`src/rtl/hack_arith_pkg.sv`:
```
// Shared definitions for the HACK arithmetic datapath: FSM state encoding,
// default operand width and a constant clog2 for sizing counters.
package hack_arith_pkg;

  typedef enum logic [1:0] {
    S_IDLE = 2'd0,
    S_RUN  = 2'd1,
    S_DONE = 2'd2
  } state_t;

  localparam int unsigned DEFAULT_WIDTH = 16;

  function automatic int unsigned clog2(input int unsigned v);
    int unsigned r;
    r = 0;
    while ((64'd1 << r) < 64'(v)) r++;
    return r;
  endfunction

endpackage

```
`src/rtl/full_adder_bit.sv`:
```
// One-bit full adder assembled from two half-adder cells and an OR for carry.
module half_adder_cell (
  input  logic a,
  input  logic b,
  output logic s,
  output logic c
);
  assign s = a ^ b;
  assign c = a & b;
endmodule

module full_adder_bit (
  input  logic a,
  input  logic b,
  input  logic cin,
  output logic s,
  output logic cout
);
  logic w_s1;
  logic w_c1;
  logic w_c2;

  half_adder_cell u_ha0 (.a(a),    .b(b),   .s(w_s1), .c(w_c1));
  half_adder_cell u_ha1 (.a(w_s1), .b(cin), .s(s),    .c(w_c2));

  assign cout = w_c1 | w_c2;
endmodule

```
`src/rtl/serial_add_ctrl.sv`:
```
// Bit-serial add/subtract sequencer: one full-adder cell stepped LSB-first
// across WIDTH-bit operands, with start/done handshake.
module serial_add_ctrl
  import hack_arith_pkg::*;
#(
  parameter int unsigned WIDTH = DEFAULT_WIDTH
) (
  input  logic             clk,
  input  logic             reset,
  input  logic             start,
  input  logic             sub,
  input  logic [WIDTH-1:0] a,
  input  logic [WIDTH-1:0] b,
  output logic             busy,
  output logic             done,
  output logic [WIDTH-1:0] sum,
  output logic             cout,
  output logic             ovf,
  output logic             zero
);
  localparam int unsigned CW = clog2(WIDTH);

  state_t           r_state;
  state_t           w_next;
  logic [WIDTH-1:0] r_a;
  logic [WIDTH-1:0] r_b;
  logic [WIDTH-1:0] r_sum;
  logic             r_carry;
  logic [CW-1:0]    r_count;
  logic             r_cout;
  logic             r_ovf;
  logic             r_zero;

  logic             w_idle;
  logic             w_accept;
  logic             w_last;
  logic             w_fa_s;
  logic             w_fa_cout;
  logic [WIDTH-1:0] w_sum_next;

  full_adder_bit u_fa (
    .a   (r_a[0]),
    .b   (r_b[0]),
    .cin (r_carry),
    .s   (w_fa_s),
    .cout(w_fa_cout)
  );

  // The unused encoding 2'd3 behaves exactly like IDLE.
  assign w_idle     = (r_state != S_RUN) && (r_state != S_DONE);
  assign w_accept   = w_idle && start;
  assign w_last     = (r_state == S_RUN) && (r_count == CW'(WIDTH - 1));
  assign w_sum_next = {w_fa_s, r_sum[WIDTH-1:1]};

  always_ff @(posedge clk or posedge reset) begin
    if (reset) r_state <= S_IDLE;
    else       r_state <= w_next;
  end

  always_comb begin
    w_next = S_IDLE;
    case (r_state)
      S_RUN:   w_next = w_last ? S_DONE : S_RUN;
      S_DONE:  w_next = S_IDLE;
      default: w_next = start ? S_RUN : S_IDLE;
    endcase
  end

  always_ff @(posedge clk or posedge reset) begin
    if (reset) begin
      r_a     <= '0;
      r_b     <= '0;
      r_sum   <= '0;
      r_carry <= 1'b0;
      r_count <= '0;
      r_cout  <= 1'b0;
      r_ovf   <= 1'b0;
      r_zero  <= 1'b0;
    end else if (w_accept) begin
      r_a     <= a;
      r_b     <= sub ? ~b : b;
      r_carry <= sub;
      r_count <= '0;
      r_sum   <= '0;
    end else if (r_state == S_RUN) begin
      r_a     <= r_a >> 1;
      r_b     <= r_b >> 1;
      r_carry <= w_fa_cout;
      r_count <= r_count + CW'(1);
      r_sum   <= w_sum_next;
      if (w_last) begin
        // r_carry here is the carry into the MSB cell.
        r_cout <= w_fa_cout;
        r_ovf  <= r_carry ^ w_fa_cout;
        r_zero <= (w_sum_next == '0);
      end
    end
  end

  assign busy = (r_state == S_RUN);
  assign done = (r_state == S_DONE);
  assign sum  = r_sum;
  assign cout = r_cout;
  assign ovf  = r_ovf;
  assign zero = r_zero;

endmodule

```
`config.mk`:
```
export PLATFORM = sky130hd
export DESIGN_NAME = serial_add_ctrl
export DESIGN_NICKNAME = d
export VERILOG_FILES = /design/src/rtl/hack_arith_pkg.sv /design/src/rtl/full_adder_bit.sv /design/src/rtl/serial_add_ctrl.sv
export SDC_FILE = /design/constraint.sdc
export NUM_CORES = 1
export LEC_CHECK = 0
export BUFFER_PORTS_ARGS = -buffer_cell sky130_fd_sc_hd__clkbuf_2
export CORE_ASPECT_RATIO = 0.7
export CORE_UTILIZATION = 40
export CTS_CLUSTER_DIAMETER = 200
export CTS_CLUSTER_SIZE = 10
export DETAILED_ROUTE_END_ITERATION = 8
export SLEW_MARGIN = 25
export SYNTH_ARGS = -nofsm -noshare
export SYNTH_HDL_FRONTEND = slang
export SYNTH_HIERARCHICAL = 1
export SYNTH_SLANG_ARGS = --single-unit
```
`constraint.sdc`:
```
create_clock -name clk -period 1.77 [get_ports clk]
set_clock_uncertainty 0.2 [all_clocks]
set_input_delay 0.0885 -clock clk [delete_from_list [all_inputs] [get_ports clk]]
set_output_delay 0.0885 -clock clk [all_outputs]
set_load 0.02 [all_outputs]
```
; ---- Word level (Yosys, flattened, before mapping)
; Index checks and enable logic that the tools add are counted.
[word_totals]
output_inout_bits = 21
in_bits = 36
regBits = 58
[op_classes]
eq_ne = 5
reduce_logical = 6
n_mux = 14
n_addsub = 1
n_bitwise = 8
[op_table]
columns = cell, count
row1 = two-way mux 16 bit, 7
row2 = zero test 16 bit, 1
row3 = inverter 16 bit, 1
row4 = two-way mux 4 bit, 2
row5 = adder 4 x 1 -> 4 bit (second input constant), 1
row6 = equality test 4 bit (second input constant), 1
row7 = case mux 2 bit (2 select lines), 1
row8 = logical AND 1 bit, 3
row9 = two-way mux 1 bit, 3
row10 = AND reduction 3 bit, 1
row11 = bitwise XOR 1 bit, 3
row12 = bitwise AND 1 bit, 2
row13 = equality test 2 x 1 -> 1 bit (second input constant), 1
row14 = equality test 2 bit (second input constant), 1
row15 = two-way mux 2 bit, 1
row16 = != test 2 x 1 -> 1 bit (second input constant), 1
row17 = != test 2 bit (second input constant), 1
row18 = nonzero test 2 bit, 1
row19 = inverter 1 bit, 1
row20 = bitwise OR 1 bit, 1

; ---- Logic depth before layout (Yosys ltp)
[logic_depth]
ltp_word = 5
mapped_depth = 7

; ---- Cells and area by module
; The synthesis kept the hierarchy.
[by_module_without_submodules]
columns = module, cells_each, area_each_um2, n_inst
row1 = serial_add_ctrl, 257, 2772.7, 1
row2 = half_adder_cell, 1, 12.5, 2
row3 = full_adder_bit, 1, 6.3, 1

; ---- Worst setup path after synthesis
; No wires, ideal clock.
[synth_timing]
path_type = flip-flop to flip-flop
start = register r_state[1]
end = register r_cout (netlist: cout)
stages_incl_launch_ff = 7
t_arrival_ns = 1.558
setup_slack_ns = -0.113
setup_time_ns = 0.125
n_path_buf = 1
synth_period_minus_slack_ns = 1.883
path_cell_list = dfrtp_1 > inv_1 > ha_1 > buf_4 > nand4_2 > or2_4 > mux2_4
[synth_lines]
columns = item, line
row1 = from (decl), serial_add_ctrl.sv:23  ; state_t r_state;
row2 = from (signal assigned), serial_add_ctrl.sv:57  ; else r_state <= w_next;
row3 = equality test 2 x 1 -> 1 bit *, n/a
row4 = via busy, serial_add_ctrl.sv:14  ; output logic busy,
row5 = logical AND 1 bit, serial_add_ctrl.sv:52  ; assign w_last = (r_state == S_RUN) && (r_count == CW'(WIDTH - 1));
row6 = AND reduction 3 bit (no source line) *, n/a
row7 = to (signal assigned), serial_add_ctrl.sv:93  ; r_cout <= w_fa_cout;
row8 = to (decl), serial_add_ctrl.sv:30  ; logic r_cout;
; The timed path passes the listed nets; every way through them passes the cells marked *.
; A chain may end at the register's enable or synchronous reset.

; ---- Worst setup path in the final report
[layout_timing]
start = register r_a[0]
end = register r_ovf (netlist: ovf)
[layout_between]
elab_chain_cells = 4
[layout_rtl]
columns = item, line
row1 = from (decl), serial_add_ctrl.sv:25  ; logic [WIDTH-1:0] r_a;
row2 = from (signal assigned), serial_add_ctrl.sv:86  ; r_a <= r_a >> 1;
row3 = bitwise XOR 1 bit, full_adder_bit.sv:8  ; assign s = a ^ b;
row4 = via u_fa.w_s1, full_adder_bit.sv:19  ; logic w_s1;
row5 = bitwise AND 1 bit, full_adder_bit.sv:9  ; assign c = a & b;
row6 = via u_fa.w_c2, full_adder_bit.sv:21  ; logic w_c2;
row7 = bitwise OR 1 bit, full_adder_bit.sv:26  ; assign cout = w_c1 | w_c2;
row8 = via w_fa_cout, serial_add_ctrl.sv:38  ; logic w_fa_cout;
row9 = bitwise XOR 1 bit, serial_add_ctrl.sv:94  ; r_ovf <= r_carry ^ w_fa_cout;
row10 = to (signal assigned), serial_add_ctrl.sv:94
row11 = to (decl), serial_add_ctrl.sv:31  ; logic r_ovf;
; The timed path passes the listed nets, and every way through them passes these cells.

==> reports/summary.md <==
The flow ran to the end, but the final reports show violations. The checks that failed: negative setup slack. The total length of routed met2 wires is 2.48 mm, and the max-slew headroom at the worst pin is 0.649. For this design the static power due to leakage is 1.90 nW. The number of buffers and inverters on the critical path is 0. The worst hold path belongs to the class in2async. At the pin with the least slew margin, the transition time is 0.526 ns. The proportion of netlist area held by the largest area contributor was 0.518; the cell row count was 25. The run gives 0 as the initial antenna violation count.

The cell taking the most area after synthesis is sky130_fd_sc_hd__dfrtp_1. From bottom edge to top edge, the die measures 72.1 um. The hold violation total from the final report was 0; the final worst slack was -0.0241 ns. Before antenna repair, the detailed router went through 4 iterations. The detailed router placed 2,110 vias in this run. After filler insertion, the fill cell instance count of the layout stands at 631. The initial detailed-routing violation count came out at 79.

Walking the worst path, the cells encountered are ha_1 -> ha_2 -> or2_4 -> xor2_1 -> mux2_4. The largest single stage delay on the critical path is 0.38 ns. The accumulated negative setup slack came out at -0.0241 ns. The final critical delay including setup and external delays works out to 1.79 ns. The number of warnings reported in the yosys synthesis log is 6, and the average via count per standard cell is 4.66.

The number of nets produced by synthesis came out at 302. By area the synthesized netlist is led by sky130_fd_sc_hd__dfrtp_1 (52%), sky130_fd_sc_hd__mux2i_1 (17%), sky130_fd_sc_hd__o21ai_0 (6.1%). Dividing total power by cell area gives a power density of 1430 nW/um2. For the antenna diode count, the log shows 0.

Launching element type of the critical path: a flip-flop. Synthesis produced 260 cells. For the number of distinct library cells after synthesis, the log shows 21. The tools report the max-cap check violation count as 0. The proportion of synthesized chip area in sequential cells is 0.518.

Along the worst path, the maximum fanout reaches 3. The core area was 6760 um2; the maximum resistive drop on vdd was 572 uV. The average instance in the mapped netlist occupies 10.8 um2. The run gives 5.46 mW as the power after layout. The share of the clock period used by the worst path was 1.01. Routed signal wires occupy layers up through met4. The logs give 2800 um2 for the post-synth design cell area and 3.64 mm for the post-DP HPWL. The count of pins on the block boundary was 57; the count of H-tree levels built during CTS was 3. The die covers 7350 um2. The family of cells with the greatest summed delay on the critical path was adder cells. The worst-path cell with the longest stage delay is sky130_fd_sc_hd__dfrtp_1.

The tools report the buffer levels on the longest clock path as 2. The run gives 1 as the number of failing setup endpoints in the final timing report. For the final instance count without filler cells, the log shows 453. Setup repair after global routing could not meet its margin everywhere. The fraction of layout cells with a size suffix above 1 works out to 0.256. Number of placed instances, taps included: 400. The kind of capture point of the worst setup path was a flip-flop. The initial core utilization is 0.415, and the total clock buffers created by CTS is 9. The clock-pin slew on the worst setup and hold paths was 0.07 ns; the layout overhead on the synthesized area was 36.7%. Measured along the x axis, the die boundary spans 102 um.

The total count of max-transition violations in the final report was 0; the number of synthesized register bits was 58. Routability-driven placement finished with a final weighted congestion of 0.744. The via count of the first global-routing pass came out at 2,014.

In the routed design, unresolved DRC markers number 0. At the worst endpoint, the required time is 1.79 ns. The highest clock frequency the design can meet came out at 557 MHz. The wire length on met1 came out at 3.04 mm.

The latest clock arrival within the worst-skew pair is 0.33 ns, and the critical path data arrival time is 1.82 ns. The average wire length per cell after detail routing works out to 12.8 um. The routed design uses 211 um of met3 wire. Input and output buffers added on the ports amount to 56. The first-pass GRT wire length came out at 9.33 mm. The root cell of the clock tree was sky130_fd_sc_hd__clkbuf_8. At the end of the flow, the number of nets in the layout was 396.

The all-layer global routing usage was 0.167; the number of routed nets with antenna violations was 0. The tree built by TritonCTS fans out to 58 sinks. Summed over all layers, the routed wires come to 5.79 mm. After global routing the overflow that remains totals 0. TritonCTS built the clock tree. The maximum number of pins on one net before global-route repair came out at 41. The setup path with the least slack is of type reg2reg.
[synth_stat cells, drive strengths merged]
| cell | number |
|---|---|
| o21ai | 34 |
| and2 | 1 |
| nand2 | 36 |
| mux2i | 48 |
| xnor2 | 2 |
| ha | 6 |
| nand3b | 3 |
| dfrtp | 58 |
| mux2 | 2 |
| nor4 | 4 |
| nor2 | 21 |
| xor2 | 18 |
| nand3 | 1 |
| buf | 14 |
| inv | 4 |
| clkbuf | 3 |
| or2 | 2 |
| nand4 | 3 |
[logic make-up after synthesis]
family	after synthesis	share of synthesized area
and+or+nand+nor	71	0.112
AOI/OAI and AO/OA	34	0.0607
buffers and inverters	21	0.0388
DFF	58	0.518
adders and majority gates	6	0.0268
xor gates and xnor gates	20	0.0625
muxes	50	0.182
[layer usage]
layer,global-route usage,vias up
met5,0,-
met3,0.0607,6
li1,-,1072
met1,0.229,987
met4,0.0476,0
met2,0.250,45
[final timing paths]
path	cells past startpoint	startpoint	slack (ns)	to
worst min register to register	2	r_b[15]	0.31	r_b[15]
worst min-delay path	3	reset	0.09	r_count[0]
worst max register to register	5	r_a[0]	-0.02	ovf
max in group asynchronous	4	reset	0.72	r_state[0]
worst max-delay path	5	r_a[0]	-0.02	ovf
min in group clk	3	sub	0.13	r_carry
[layout make-up]
cell class                 count  area (um2)  share of cell area
sequential                    58        1450               0.379
timing repair buffer         100         774               0.202
tap                           94         118              0.0307
clock buffer                  12         155              0.0405
multi-input combinational    181        1270               0.331
inverter                       4        15.0             0.00392
clock inverter                 4        50.0              0.0131
[worst min-delay path: cells and delay by family]
kind	cells	cell delay, ns
buffers and inverters	3	0.96
[registers in the layout (all words and copies together), names as in the netlist]
register / flops
r_carry: 1
sum: 16
r_state: 2
r_a: 16
r_count: 4
zero: 1
ovf: 1
r_b: 16
cout: 1
[power by group]
part           internal [mW]  total [mW]  switching [mW]  leakage, nW
sequential              1.78        2.06           0.286        0.746
combinational           1.08        2.15            1.07         1.05
clock                  0.725        1.25           0.525       0.0986
[timing repair]
action,4_1_cts,5_1_grt
setup endpoints to repair,2,22
pin swaps,0,1
resized for setup,2,6
setup buffers,0,2
gates cloned,0,1
hold endpoints to repair,91,0
hold buffers,34,0
[layout by cell type, fill, tap and decap left out, types with 3 or more instances in the layout]
| cell | instances |
|---|---|
| sky130_fd_sc_hd__dlygate4sd3_1 | 34 |
| sky130_fd_sc_hd__clkbuf_8 | 11 |
| sky130_fd_sc_hd__o21ai_0 | 32 |
| sky130_fd_sc_hd__dfrtp_1 | 58 |
| sky130_fd_sc_hd__nand2_1 | 36 |
| sky130_fd_sc_hd__nand3b_1 | 3 |
| sky130_fd_sc_hd__mux2i_1 | 48 |
| sky130_fd_sc_hd__clkbuf_2 | 56 |
| sky130_fd_sc_hd__buf_4 | 4 |
| sky130_fd_sc_hd__xor2_1 | 18 |
| sky130_fd_sc_hd__nor2_1 | 21 |
| sky130_fd_sc_hd__nor4_1 | 3 |
| sky130_fd_sc_hd__ha_1 | 4 |
| sky130_fd_sc_hd__buf_12 | 3 |
[metrics by stage]
stage	area, um2	util	setup slack [ns]	hold WS, ns
after floorplan	2820	-	0.00434	-0.00606
after global placement	3230	0.478	-0.0149	-0.102
after detailed placement	3230	0.478	-0.0414	-0.102
after CTS	3770	0.559	-0.0305	0.0798
after global routing	3830	0.567	-0.0702	0.112
final	3830	0.567	-0.0241	0.0868
No activity file was read; power rests on OpenSTA's default activity.
